$ cat src/rtl/fifo_queue_arbiter_pkg.sv
// fifo_queue_arbiter_pkg
//   Shared definitions for the fifo_queue write-port arbiter.
//   - arb_state_t : arbiter state encoding (IDLE / ISSUE / RELEASE)
//   - FQA_SLICE   : extracts producer idx's entry from a packed request bus
`ifndef FIFO_QUEUE_ARBITER_PKG_SV
`define FIFO_QUEUE_ARBITER_PKG_SV

// Producer idx occupies bits [idx*w +: w] of a packed request bus.
`define FQA_SLICE(vec, idx, w) vec[(idx)*(w) +: (w)]

package fifo_queue_arbiter_pkg;

  typedef enum logic [1:0] {
    STATE_IDLE    = 2'd0,
    STATE_ISSUE   = 2'd1,
    STATE_RELEASE = 2'd2
  } arb_state_t;

endpackage

`endif

$ cat src/rtl/round_robin_priority_encoder.sv
// round_robin_priority_encoder
//   Combinational round-robin pick: first set bit of valid_in searching
//   upward from pointer_in, wrapping at NUM_REQUESTER-1 (works for
//   non-power-of-two counts).
//   Ports:
//     valid_in          per-producer valid
//     pointer_in        highest-priority index this round (< NUM_REQUESTER)
//     grant_index_out   winning index (0 when nothing valid)
//     grant_onehot_out  winning index as one-hot (0 when nothing valid)
//     any_valid_out     at least one valid bit set
module round_robin_priority_encoder #(
  parameter int NUM_REQUESTER               = 4,
  parameter int NUM_REQUESTER_WIDTH_IN_BITS = 2
) (
  input  logic [NUM_REQUESTER-1:0]               valid_in,
  input  logic [NUM_REQUESTER_WIDTH_IN_BITS-1:0] pointer_in,
  output logic [NUM_REQUESTER_WIDTH_IN_BITS-1:0] grant_index_out,
  output logic [NUM_REQUESTER-1:0]               grant_onehot_out,
  output logic                                   any_valid_out
);

  localparam int IW = NUM_REQUESTER_WIDTH_IN_BITS;
  // One extra bit so pointer+offset (at most 2*N-2) never overflows before wrap.
  localparam int PW = IW + 1;

  logic [PW-1:0] idx;

  always_comb begin
    idx              = '0;
    grant_index_out  = '0;
    grant_onehot_out = '0;
    any_valid_out    = 1'b0;
    for (int off = 0; off < NUM_REQUESTER; off++) begin
      idx = {1'b0, pointer_in} + PW'(off);
      if (idx >= PW'(NUM_REQUESTER)) idx = idx - PW'(NUM_REQUESTER);
      // Only the first hit in search order wins.
      if (!any_valid_out && valid_in[idx[IW-1:0]]) begin
        any_valid_out                     = 1'b1;
        grant_index_out                   = idx[IW-1:0];
        grant_onehot_out[idx[IW-1:0]]     = 1'b1;
      end
    end
  end

endmodule

$ cat src/rtl/fifo_queue_arbiter.sv
// fifo_queue_arbiter
//   Round-robin arbiter sharing one fifo_queue write port between
//   NUM_REQUESTER producers. IDLE picks a producer, ISSUE holds the entry
//   until the queue acks, RELEASE pulses the producer ack for one cycle.
//   All outputs are registered.
//   Ports:
//     clk_in, reset_in           clock, asynchronous active-high reset
//     request_packed_in          producer entries, producer i at [i*W +: W]
//     request_valid_packed_in    per-producer valid
//     issue_ack_packed_out       one-hot, one-cycle ack to granted producer
//     request_to_fifo_out        entry to queue request_in
//     request_valid_to_fifo_out  queue request_valid_in
//     issue_ack_from_fifo_in     queue issue_ack_out
//     is_full_from_fifo_in       queue is_full_out (sampled in IDLE only)
//     grant_index_out            current / last granted index
module fifo_queue_arbiter
  import fifo_queue_arbiter_pkg::*;
#(
  parameter int NUM_REQUESTER               = 4,
  parameter int NUM_REQUESTER_WIDTH_IN_BITS = 2,
  parameter int SINGLE_ENTRY_WIDTH_IN_BITS  = 32
) (
  input  logic                                                clk_in,
  input  logic                                                reset_in,
  input  logic [NUM_REQUESTER*SINGLE_ENTRY_WIDTH_IN_BITS-1:0] request_packed_in,
  input  logic [NUM_REQUESTER-1:0]                            request_valid_packed_in,
  output logic [NUM_REQUESTER-1:0]                            issue_ack_packed_out,
  output logic [SINGLE_ENTRY_WIDTH_IN_BITS-1:0]               request_to_fifo_out,
  output logic                                                request_valid_to_fifo_out,
  input  logic                                                issue_ack_from_fifo_in,
  input  logic                                                is_full_from_fifo_in,
  output logic [NUM_REQUESTER_WIDTH_IN_BITS-1:0]              grant_index_out
);

  localparam int N  = NUM_REQUESTER;
  localparam int IW = NUM_REQUESTER_WIDTH_IN_BITS;
  localparam int W  = SINGLE_ENTRY_WIDTH_IN_BITS;

  arb_state_t           state;
  logic [IW-1:0]        pointer;
  logic [N-1:0]         grant_onehot_q;
  logic [IW-1:0]        next_pointer;

  logic [N-1:0][W-1:0]  req_entries;
  logic [IW-1:0]        enc_index;
  logic [N-1:0]         enc_onehot;
  logic                 enc_any;

  for (genvar g = 0; g < N; g++) begin : g_slice
    assign req_entries[g] = `FQA_SLICE(request_packed_in, g, W);
  end

  round_robin_priority_encoder #(
    .NUM_REQUESTER               (N),
    .NUM_REQUESTER_WIDTH_IN_BITS (IW)
  ) u_rr_enc (
    .valid_in         (request_valid_packed_in),
    .pointer_in       (pointer),
    .grant_index_out  (enc_index),
    .grant_onehot_out (enc_onehot),
    .any_valid_out    (enc_any)
  );

  // Explicit wrap so non-power-of-two counts stay in range.
  assign next_pointer = (grant_index_out == IW'(N - 1)) ? '0 : grant_index_out + 1'b1;

  always_ff @(posedge clk_in or posedge reset_in) begin
    if (reset_in) begin
      state                     <= STATE_IDLE;
      pointer                   <= '0;
      grant_onehot_q            <= '0;
      issue_ack_packed_out      <= '0;
      request_to_fifo_out       <= '0;
      request_valid_to_fifo_out <= 1'b0;
      grant_index_out           <= '0;
    end else begin
      case (state)
        STATE_IDLE: begin
          if (!is_full_from_fifo_in && enc_any) begin
            request_to_fifo_out       <= req_entries[enc_index];
            request_valid_to_fifo_out <= 1'b1;
            grant_index_out           <= enc_index;
            grant_onehot_q            <= enc_onehot;
            state                     <= STATE_ISSUE;
          end
        end
        // Producer valids are not looked at here: the entry is already latched.
        STATE_ISSUE: begin
          if (issue_ack_from_fifo_in) begin
            request_valid_to_fifo_out <= 1'b0;
            issue_ack_packed_out      <= grant_onehot_q;
            pointer                   <= next_pointer;
            state                     <= STATE_RELEASE;
          end
        end
        // One dead cycle lets the acked producer retire its valid before
        // IDLE samples again, so an entry is never issued twice.
        STATE_RELEASE: begin
          issue_ack_packed_out <= '0;
          state                <= STATE_IDLE;
        end
        default: state <= STATE_IDLE;
      endcase
    end
  end

endmodule

$ cat config.mk
export PLATFORM = sky130hd
export DESIGN_NAME = fifo_queue_arbiter
export DESIGN_NICKNAME = d
export VERILOG_FILES = /design/src/rtl/fifo_queue_arbiter_pkg.sv /design/src/rtl/round_robin_priority_encoder.sv /design/src/rtl/fifo_queue_arbiter.sv
export SDC_FILE = /design/constraint.sdc
export NUM_CORES = 1
export LEC_CHECK = 0
export BUFFER_PORTS_ARGS = -buffer_cell sky130_fd_sc_hd__buf_2
export CAP_MARGIN = 20
export CORE_MARGIN = 2
export CORE_UTILIZATION = 52
export CTS_BUF_LIST = sky130_fd_sc_hd__clkbuf_16
export DETAILED_ROUTE_END_ITERATION = 16
export PLACE_DENSITY = 0.94
export SLEW_MARGIN = 20
export SYNTH_ARGS = -nofsm -noshare
export SYNTH_HDL_FRONTEND = slang
export SYNTH_SLANG_ARGS = --single-unit
$ cat constraint.sdc
create_clock -name clk_in -period 4.1 [get_ports clk_in]
set_clock_uncertainty 0.05 [all_clocks]
set_input_delay 0.41 -clock clk_in [delete_from_list [all_inputs] [get_ports clk_in]]
set_output_delay 0.41 -clock clk_in [all_outputs]
set_load 0.02 [all_outputs]
======== Word-level counts from Yosys, hierarchy flattened ========
Cells that the tools add are included.
word-level totals
  register bits ........................... 47
  bits in latches ......................... 0
  memory bits (writable) .................. 0
  memory bits (read-only) ................. 0
  input bits .............................. 136
  word-level logic and storage cells ...... 99
  memories kept ........................... 0
operators by class
  add/sub/neg operators ................... 8
  $mul .................................... 0
  div/mod/pow operators ................... 0
  $lt $le $gt $ge ......................... 13
  eq/ne operators ......................... 5
  shift operators ......................... 0
  multiplexer cells ....................... 43
  bitwise logic cells ..................... 3
  reduce and logical (&&, ||, !) cells .... 20
operators with widths
  cell                 count
  $bmux 32 s2          1
  $mux 32              1
  $mux 2               11
  $mux 4               5
  $lt 2x3->1 const B   5
  $mux 1               14
  $or 4x4->4           3
  $ge 3x3->1 const B   3
  $bmux 1 s2           4
  $demux 1 s2          4
  $ge 2x1->1 const B   4
  $logic_and 1x1->1    8
  $pmux 4 s2           1
  $reduce_and 2->1     4
  $sub 2x1->2 const B  4
  $add 2x2->3 const B  2
  $eq 2x2->1 const B   2
  $logic_not 1->1      4
  $ne 2x2->1 const B   2
  $pmux 2 s2           1
  $reduce_bool 2->1    2
  $add 2x1->3 const B  1
  $ge 2x3->1 const B   1
  $reduce_and 3->1     1
  4 further kinds      4

======== Depth between registers and ports, before layout ========
Gate-level depths: netlist (run 1).
  depth in word-level cells ............... 17
  gate-level depth with buffers ........... 11
  gate-level depth less buffers ........... 7

======== By module ========
A second synthesis (run 1) with hierarchy kept.
unflattened totals
  cell total of the unflattened synthesis .. 200
  area total of the unflattened synthesis .. 3194.3 um^2
modules (own cells, without submodules)
  module                        instances  cells an instance  area each (um^2)
  fifo_queue_arbiter            1          155                2775.2
  round_robin_priority_encoder  1          45                 419.2

======== Least setup slack after synthesis (run 1) ========
No wires, ideal clock.
  path type ............................... reg-to-reg
  from .................................... reg pointer[0]
  to ...................................... reg request_to_fifo_out[10]
  data arrival time ....................... 2.424 ns
  setup slack ............................. 1.495 ns
  stages on the path, launching flop included .. 12
  buffers on the path ..................... 4
  clock period less this slack ............ 2.605 ns
  cell sequence ........................... dfrtp_1 buf_6 buf_6 inv_1 ha_1 nor2_1 a221o_1 a21o_1 buf_2 buf_2 a2111oi_1 o31ai_1
on the way
  longest elaborated chain between the ends .. 16
RTL lines
  element                                                               line                      source
  start, declared                                                       fifo_queue_arbiter.sv:40  logic [IW-1:0] pointer;
  start signal, assigned                                                fifo_queue_arbiter.sv:92  pointer <= next_pointer;
  parallel branches: the longest is 16 deep, another holds $add 2x1->3  --
  end signal, assigned                                                  fifo_queue_arbiter.sv:80  request_to_fifo_out <= req_entries[enc_index];
  end, declared                                                         fifo_queue_arbiter.sv:28  output logic [SINGLE_ENTRY_WIDTH_IN_BITS-1:0] request_to_fifo_out,
Several ways; the timed one is not identified. The select of a mux whose other input is x is not followed.
A chain may end at the register's enable or synchronous reset.

======== Final worst setup path (run 1) ========
  from .................................... reg pointer[0]
  to ...................................... reg request_to_fifo_out[24]
Same word-level chain as after synthesis.

==> impl_metrics.sql, run 1 <==
INSERT INTO impl_metrics (metric_group, metric, value, unit) VALUES
('global_routing', 'grt_first_pass_wirelength', '18200', 'um'),
('clock_tree', 'cts.hold.buffers_added', '0', ''),
('clock_tree', 'ctsLongestPathBuffers', '2', ''),
('timing', 'final.period_utilization', '88.4', '%'),
('setup_path', 'crit_path_max_incr_delay', '0.79', 'ns'),
('global_routing', 'antenna_found_initial', '0', ''),
('routing', 'post_drt_wl_per_cell', '16.7', 'um'),
('clock_tree', 'clock_tree_from_tritoncts', 'built', ''),
('timing', 'final.setup.worst_slack', '0.474', 'ns'),
('outcome', 'run_status', 'completed', ''),
('timing', 'tns', '0', 'ns'),
('synth', 'netlist-cell-type-count', '40', ''),
('power', 'power_frac_seq', '23.3', '%'),
('global_routing', 'pin_count_of_the_biggest_net_entering_global_routing', '65', ''),
('power', 'static-leakage-power', '2.36', 'nW'),
('die', 'die_height', '90.1', 'um'),
('clock_tree', 'cts_sinks', '47', ''),
('setup_path', 'endpoint_kind', 'register', ''),
('global_routing', 'gr-usage-all-layers', '26.8', '%'),
('global_routing', 'globalRouteOverflowTotal', '0', ''),
('die', 'core-area', '7210', 'sq um'),
('die', 'ioPinCount', '175', ''),
('global_routing', 'first_global_vias', '3819', ''),
('synth', 'ys_seq_elements', '47', ''),
('power', 'part_of_the_power_in_the_clock_network', '10.3', '%'),
('synth', 'syn_avg_cell_area', '8.74', 'sq um'),
('timing', 'max_transition_margin', '45.2', '%'),
('die', 'chipWidth', '90.1', 'um'),
('layout', 'fill_cells', '638', ''),
('clock_tree', 'cts-resized-gates', '0', ''),
('layout', 'nets', '720', ''),
('power', 'combPwrFrac', '66.4', '%'),
('job', 'max_cap_viol_count', '0', ''),
('layout', 'sequential_cell_area', '1180', 'sq um'),
('routing', 'detail_route.drc_violations', '0', ''),
('setup_path', 'ff2ff_path_depth', '8', ''),
('routing', 'routed-via-count', '4096', ''),
('power', 'net-switching-power', '1.88', 'mW'),
('place', 'detailed_place_hpwl', '8110', 'um'),
('setup_path', 'worst-path-max-fanout', '20', ''),
('synth', 'synth_warnings', '0', ''),
('timing', 'finalMaxSlewViolations', '0', ''),
('layout', 'multi_input_comb_area', '2130', 'sq um'),
('clock_tree', 'clk-insertion-delay-late', '0.29', 'ns'),
('die', 'die_area', '8110', 'sq um'),
('setup_path', 'worst-setup-path-type', 'register to register', ''),
('place', 'gp_congestion', '0.898', ''),
('place', 'post_dp_cell_area', '4650', 'sq um'),
('clock_tree', 'clk_pin_slew_worst_paths', '0.06', 'ns'),
('clock_tree', 'cts_buffers', '5', ''),
('place', 'port_buffers', '174', ''),
('timing', 'tightest_slew', '0.820', 'ns'),
('setup_path', 'slowest_stage', 'dfrtp_1', ''),
('clock_tree', 'h_tree_level_count', '2', ''),
('layout', 'post-route-cell-area', '4780', 'sq um'),
('layout', 'area_growth_syn_to_layout', '24.2', '%'),
('layout', 'drive_gt1_share', '38.2', '%'),
('routing', 'drt_pre_antenna_iters', '5', ''),
('die', 'start_util', '53.4', '%'),
('synth', 'synthCells', '441', ''),
('power', 'power_density', '786', 'nW/um^2'),
('timing', 'grt_setup_unrepaired', 'no', ''),
('clock_tree', 'cts_setup_buffers', '0', ''),
('routing', 'first_iter_violations', '308', ''),
('synth', 'synth-seq-area-share', '30.5', '%'),
('setup_path', 'worstPathArrival', '3.72', 'ns'),
('synth', 'syn_nets', '583', ''),
('setup_path', 'cp.required', '4.20', 'ns'),
('timing', 'timing.final.hold_violations', '0', ''),
('timing', 'final_period_minus_worst_setup_slack', '3.63', 'ns'),
('power', 'max-vdd-ir-drop', '0.468', 'mV'),
('hold_path', 'min_path_type', 'input port to asynchronous set/reset pin', ''),
('setup_path', 'worstPathCellList', 'inv_1 > ha_1 > mux4_2 > nor2b_1 > o21ai_2 > buf_4 > a221oi_1 > o31ai_1', ''),
('clock_tree', 'clk_root_buffer_cell', 'clkbuf_16', ''),
('synth', 'post_synth_instance_area', '3850', 'sq um'),
('layout', 'antenna_cells', '0', ''),
('timing', 'report.final.setup_viol', '0', ''),
('place', 'pre_cts_ws', '0.573', 'ns'),
('routing', 'detail_route.wirelength', '11300', 'um'),
('timing', 'fmax', '276', 'MHz'),
('routing', 'routed_via_density', '6.05', ''),
('power', 'netSwitchingFraction', '50.0', '%'),
('die', 'fp-row-count', '31', ''),
('power', 'internal_power', '1.88', 'mW'),
('routing', 'drt.antenna.violating_nets', '0', ''),
('setup_path', 'launching_element_type_of_the_critical_path', 'register', '');
state kept, by name, summed over array words and instances (netlist names):
register and flops:
state 2, issue_ack_packed_out 4, request_to_fifo_out 32, request_valid_to_fifo_out 1
grant_onehot_q 4, pointer 2, grant_index_out 2
power by group through the flow:
stage	registers (mW)	clock network, mW	logic, mW
2_1_floorplan	1.05	0	1.76
3_3_place_gp	0.868	0	2.39
3_5_place_dp	0.877	0	2.48
4_1_cts	0.873	0.394	2.48
5_1_grt	0.906	0.415	2.72
6_report	0.875	0.388	2.50
synth_stat cells, drive strengths merged:
cell type | instances | area share, %
nor2 | 4 | 0.39
or4 | 1 | 0.19
or3 | 1 | 0.16
dfrtp | 47 | 31
or2 | 1 | 0.16
nand2b | 1 | 0.16
inv | 69 | 6.7
buf | 38 | 6.5
o21a | 2 | 0.58
nor2b | 2 | 0.32
a2111oi | 32 | 9.1
o21ai | 15 | 2.0
a22oi | 8 | 1.6
nor4b | 1 | 0.23
a22o | 4 | 0.91
and4bb | 1 | 0.32
a21o | 1 | 0.19
a221oi | 32 | 7.3
a211oi | 65 | 13
clkbuf | 15 | 1.5
mux2 | 7 | 2.0
nand3b | 1 | 0.19
nor3 | 2 | 0.26
nand2 | 44 | 4.3
and4b | 1 | 0.26
o31ai | 32 | 6.2
nor4 | 1 | 0.16
mux4 | 4 | 2.3
o21ba | 1 | 0.26
a21oi | 1 | 0.13
ha | 6 | 1.9
a221o | 1 | 0.26
path summary, 6_finish.rpt:
kind | start | endpoint | slack (ns)
worst max-delay path | pointer[0]$_DFFE_PP0P_ | request_to_fifo_out[24]$_DFFE_PP0P_ | 0.47
worst min-delay path | reset_in | request_valid_to_fifo_out$_DFFE_PP0P_ | 0.21
worst max register to register | pointer[0]$_DFFE_PP0P_ | request_to_fifo_out[24]$_DFFE_PP0P_ | 0.47
worst min register to register | request_to_fifo_out[15]$_DFFE_PP0P_ | request_to_fifo_out[15]$_DFFE_PP0P_ | 0.43
max in group asynchronous | reset_in | request_to_fifo_out[31]$_DFFE_PP0P_ | 3.30
min in group clk_in | issue_ack_from_fifo_in | state[0]$_DFFE_PP0P_ | 0.35
per-stage QoR:
| stage | hold slack (ns) | total power [mW] | cells | utilization, % |
|---|---|---|---|---|
| finish | 0.207 | 3.76 | 677 | 66.3 |
| global route | 0.278 | 4.04 | 677 | 66.3 |
| CTS | 0.352 | 3.75 | 677 | 66.3 |
| detailed placement | 0.417 | 3.36 | 670 | 64.4 |
| global placement | 0.407 | 3.26 | 670 | 64.4 |
| floorplan | 0.429 | 2.81 | 441 | - |
layer usage:
metal  share of wire [%]  wire length, um  vias to the layer above  global-route usage [%]
li1                    -                -                     1968                       -
met1                  40             4520                     1902                    34.5
met2                  50             5700                      207                    46.6
met3                 8.2              922                       19                    4.78
met4                 1.5              166                        0                    7.05
met5                   0                0                        -                       0
kinds of logic after synthesis:
| kind of cell | Yosys count | synth area share [%] |
|---|---|---|
| multiplexers | 11 | 4.38 |
| flip-flops | 47 | 30.5 |
| adder cells (fa/ha/maj) | 6 | 1.95 |
| AO/OA/AOI/OAI | 194 | 41.4 |
| AND/OR/NAND/NOR | 61 | 7.11 |
| buffers and inverters | 122 | 14.6 |
area by class of cell:
type,instances,share of cell area [%]
clock buffers,5,2.62
inverters,69,5.44
multi-input cells,272,44.5
flip-flops and latches,47,24.6
repair buffers,183,20.1
well taps,99,2.59
clock inverters,2,0.183
layout by cell type (no fill, tap or decap), types with 2 or more instances in the layout:
| master | count |
|---|---|
| a2111oi_0 | 15 |
| a2111oi_1 | 7 |
| a2111oi_2 | 10 |
| a211oi_1 | 64 |
| a221oi_1 | 32 |
| a22o_1 | 4 |
| a22oi_1 | 8 |
| buf_12 | 2 |
| buf_2 | 174 |
| buf_4 | 7 |
| clkbuf_16 | 5 |
| clkinv_2 | 2 |
| dfrtp_1 | 47 |
| ha_1 | 6 |
| inv_1 | 68 |
| mux2_2 | 7 |
| mux4_2 | 4 |
| nand2_1 | 44 |
| nor2_1 | 4 |
| nor2b_1 | 2 |
| nor3_1 | 2 |
| o21ai_0 | 12 |
| o21ai_2 | 2 |
| o31ai_1 | 32 |
worst max-delay path, delay by kind of cell (launching register included):
family / cells / cell delay, ns
adder cells (fa/ha/maj): 1 / 0.45
multiplexers: 1 / 0.45
buffers and inverters: 2 / 0.50
AO/OA/AOI/OAI: 3 / 0.74
AND/OR/NAND/NOR: 1 / 0.48
flip-flops: 1 / 0.79
(Power assumes the default switching activity.)
==> run 2, diff against run 1 <==
- CELL_PAD_IN_SITES_DETAIL_PLACEMENT: unset -> 0
- CELL_PAD_IN_SITES_GLOBAL_PLACEMENT: unset -> 1
- CORE_UTILIZATION: 52 -> 37
==> run 2 against run 1 <==
Compared with the run above:
- worst hold slack got worse by 0.0087 ns
- sequential power increased by 0.6%
- sequential share of layout area decreased by 0.49 points
- count of clock-buffer cells in the layout unchanged
- routed wire length increased by 7.6%
- highest routed layer unchanged
==> impl_metrics.sql, run 2 (same netlist as run 1, synthesis figures left out) <==
INSERT INTO impl_metrics (metric_group, metric, value, unit) VALUES
('global_routing', 'antenna_found_initial', '0', ''),
('die', 'die_area', '11200', 'sq um'),
('setup_path', 'worstPathArrival', '3.57', 'ns'),
('layout', 'final_common_cell', 'buf_2', ''),
('routing', 'routed_via_density', '5.67', ''),
('setup_path', 'launching_element_type_of_the_critical_path', 'register', ''),
('clock_tree', 'h_tree_level_count', '2', ''),
('layout', 'antenna_cells', '0', ''),
('global_routing', 'first_global_vias', '4091', ''),
('die', 'die_height', '106', 'um'),
('timing', 'grt_setup_unrepaired', 'no', ''),
('setup_path', 'rrSetupSlack', '0.66', 'ns'),
('layout', 'largestRegisters', 'request_to_fifo_out x32, grant_onehot_q x4, issue_ack_packed_out x4', ''),
('clock_tree', 'clock_tree_from_tritoncts', 'built', ''),
('power', 'max-vdd-ir-drop', '0.395', 'mV'),
('setup_path', 'slowest_stage', 'or4_2', ''),
('routing', 'drt_pre_antenna_iters', '4', ''),
('place', 'port_buffers', '174', ''),
('routing', 'detail_route.wirelength', '12200', 'um'),
('power', 'internal_power', '1.96', 'mW'),
('layout', 'finish.cell_count_without_fillers', '719', ''),
('setup_path', 'endpoint_kind', 'register', ''),
('timing', 'report.final.setup_viol', '0', ''),
('routing', 'drt.antenna.violating_nets', '0', ''),
('setup_path', 'crit_path_max_incr_delay', '0.83', 'ns'),
('setup_path', 'worstPathCellList', 'inv_1 > ha_1 > mux4_2 > nor4_1 > or4_2 > buf_4 > o31ai_1', ''),
('layout', 'commonest_non_fill_non_tap_cells_in_the_layout', '174 x buf_2, 69 x inv_1, 64 x a211oi_1', ''),
('timing', 'timing.final.hold_violations', '0', ''),
('layout', 'area_growth_syn_to_layout', '26.7', '%'),
('timing', 'final.period_utilization', '83.9', '%'),
('layout', 'sequential_cell_area', '1180', 'sq um'),
('routing', 'routed-via-count', '4080', ''),
('layout', 'registers.top_by_ff_count', 'request_to_fifo_out', ''),
('power', 'net-switching-power', '1.90', 'mW'),
('global_routing', 'pin_count_of_the_biggest_net_entering_global_routing', '65', ''),
('layout', 'largest_register_ffs', '32', ''),
('power', 'report.power.total', '3.86', 'mW'),
('clock_tree', 'cts_setup_buffers', '0', ''),
('global_routing', 'globalRouteOverflowTotal', '0', ''),
('setup_path', 'worst-setup-path-type', 'register to register', ''),
('outcome', 'run_status', 'completed', ''),
('clock_tree', 'clk-insertion-delay-late', '0.28', 'ns'),
('power', 'netSwitchingFraction', '49.2', '%'),
('clock_tree', 'ctsLongestPathBuffers', '2', ''),
('clock_tree', 'cts.hold.buffers_added', '0', ''),
('die', 'ioPinCount', '175', ''),
('global_routing', 'grt_first_pass_wirelength', '19700', 'um'),
('clock_tree', 'cts-resized-gates', '0', ''),
('hold_path', 'min_path_type', 'input port to asynchronous set/reset pin', ''),
('layout', 'nets', '725', ''),
('timing', 'finalMaxSlewViolations', '0', ''),
('power', 'power_frac_seq', '22.8', '%'),
('timing', 'tightest_slew', '0.869', 'ns'),
('clock_tree', 'cts_sinks', '47', ''),
('place', 'placed_cells', '712', ''),
('power', 'part_of_the_power_in_the_clock_network', '11.5', '%'),
('layout', 'fill_cells', '994', ''),
('die', 'chipWidth', '106', 'um'),
('power', 'static-leakage-power', '2.39', 'nW'),
('timing', 'fmax', '291', 'MHz'),
('place', 'detailed_place_hpwl', '9170', 'um'),
('layout', 'drive_gt1_share', '38.8', '%'),
('clock_tree', 'cts_buffers', '5', ''),
('die', 'start_util', '37.7', '%'),
('die', 'core-area', '10200', 'sq um'),
('job', 'max_cap_viol_count', '0', ''),
('global_routing', 'gr-usage-all-layers', '21.5', '%'),
('layout', 'multi_input_comb_area', '2130', 'sq um'),
('clock_tree', 'clk_root_buffer_cell', 'clkbuf_16', ''),
('timing', 'max_transition_margin', '42.0', '%'),
('place', 'gp_congestion', '0.847', ''),
('power', 'power_density', '790', 'nW/um^2'),
('routing', 'detail_route.drc_violations', '0', ''),
('routing', 'first_iter_violations', '216', ''),
('setup_path', 'worst-path-max-fanout', '26', ''),
('routing', 'post_drt_wl_per_cell', '16.9', 'um'),
('power', 'combPwrFrac', '65.7', '%'),
('clock_tree', 'clk_pin_slew_worst_paths', '0.06', 'ns'),
('timing', 'tns', '0', 'ns'),
('timing', 'final_period_minus_worst_setup_slack', '3.44', 'ns'),
('setup_path', 'cp.required', '4.23', 'ns'),
('die', 'fp-row-count', '37', '');
==> run 2: cell count changes in the layout (fill, tap and decap cells not counted), sizes merged <==
| cell | before | now |
|---|---|---|
| buf | 183 | 188 |
| inv | 68 | 69 |
| bufinv | 0 | 1 |
| clkinv | 3 | 1 |
==> run 2: area by class of cell <==
cell class,instances,share of cell area (%)
Inverter,69,5.33
Sequential cell,47,24.1
Clock buffer,5,2.56
Multi-Input combinational cell,272,43.6
Clock inverter,2,0.692
Timing Repair Buffer,188,20.3
Tap cell,136,3.49
==> run 2: power groups by stage <==
| stage | clock, mW | sequential, mW | combinational (mW) |
|---|---|---|---|
| 6_report | 0.444 | 0.880 | 2.53 |
| 5_1_grt | 0.477 | 0.910 | 2.79 |
| 4_1_cts | 0.456 | 0.881 | 2.54 |
| 3_5_place_dp | 0 | 0.889 | 2.53 |
| 3_3_place_gp | 0 | 0.885 | 2.45 |
| 2_1_floorplan | 0 | 1.05 | 1.76 |
==> run 2: stage by stage <==
stage	worst slack (ns)	cell area (sq um)	hold WS [ns]	utilization [%]
after detailed placement	0.682	4720	0.421	46.1
after floorplan	1.49	3850	0.429	-
after global placement	0.866	4720	0.412	46.1
after global routing	0.349	4880	0.282	47.7
final	0.661	4880	0.198	47.7
after CTS	0.649	4880	0.360	47.7
==> run 2: routing by layer <==
| layer | up-vias | wire length (um) | GRT usage, % |
|---|---|---|---|
| li1 | 1972 | - | - |
| met1 | 1889 | 5130 | 27.7 |
| met2 | 204 | 5860 | 36.6 |
| met3 | 15 | 1000 | 4.78 |
| met4 | 0 | 168 | 5.17 |
| met5 | - | 0 | 0 |
==> run 2: final timing paths <==
kind	start	end	cells after the start
setup / recovery	pointer[0]$_DFFE_PP0P_	request_to_fifo_out[3]$_DFFE_PP0P_	7
hold / removal	reset_in	request_to_fifo_out[10]$_DFFE_PP0P_	2
setup reg to reg	pointer[0]$_DFFE_PP0P_	request_to_fifo_out[3]$_DFFE_PP0P_	7
hold reg to reg	request_to_fifo_out[2]$_DFFE_PP0P_	request_to_fifo_out[2]$_DFFE_PP0P_	2
max in group asynchronous	reset_in	request_to_fifo_out[31]$_DFFE_PP0P_	2
min in group clk_in	issue_ack_from_fifo_in	state[0]$_DFFE_PP0P_	2
==> run 2: worst max-delay path: cells and delay by family (launching register included) <==
| family | cells | cell delay, ns |
|---|---|---|
| AO/OA/AOI/OAI | 1 | 0.27 |
| adder cells (fa/ha/maj) | 1 | 0.42 |
| AND/OR/NAND/NOR | 2 | 0.93 |
| flip-flops | 1 | 0.76 |
| buffers and inverters | 2 | 0.50 |
| multiplexers | 1 | 0.38 |
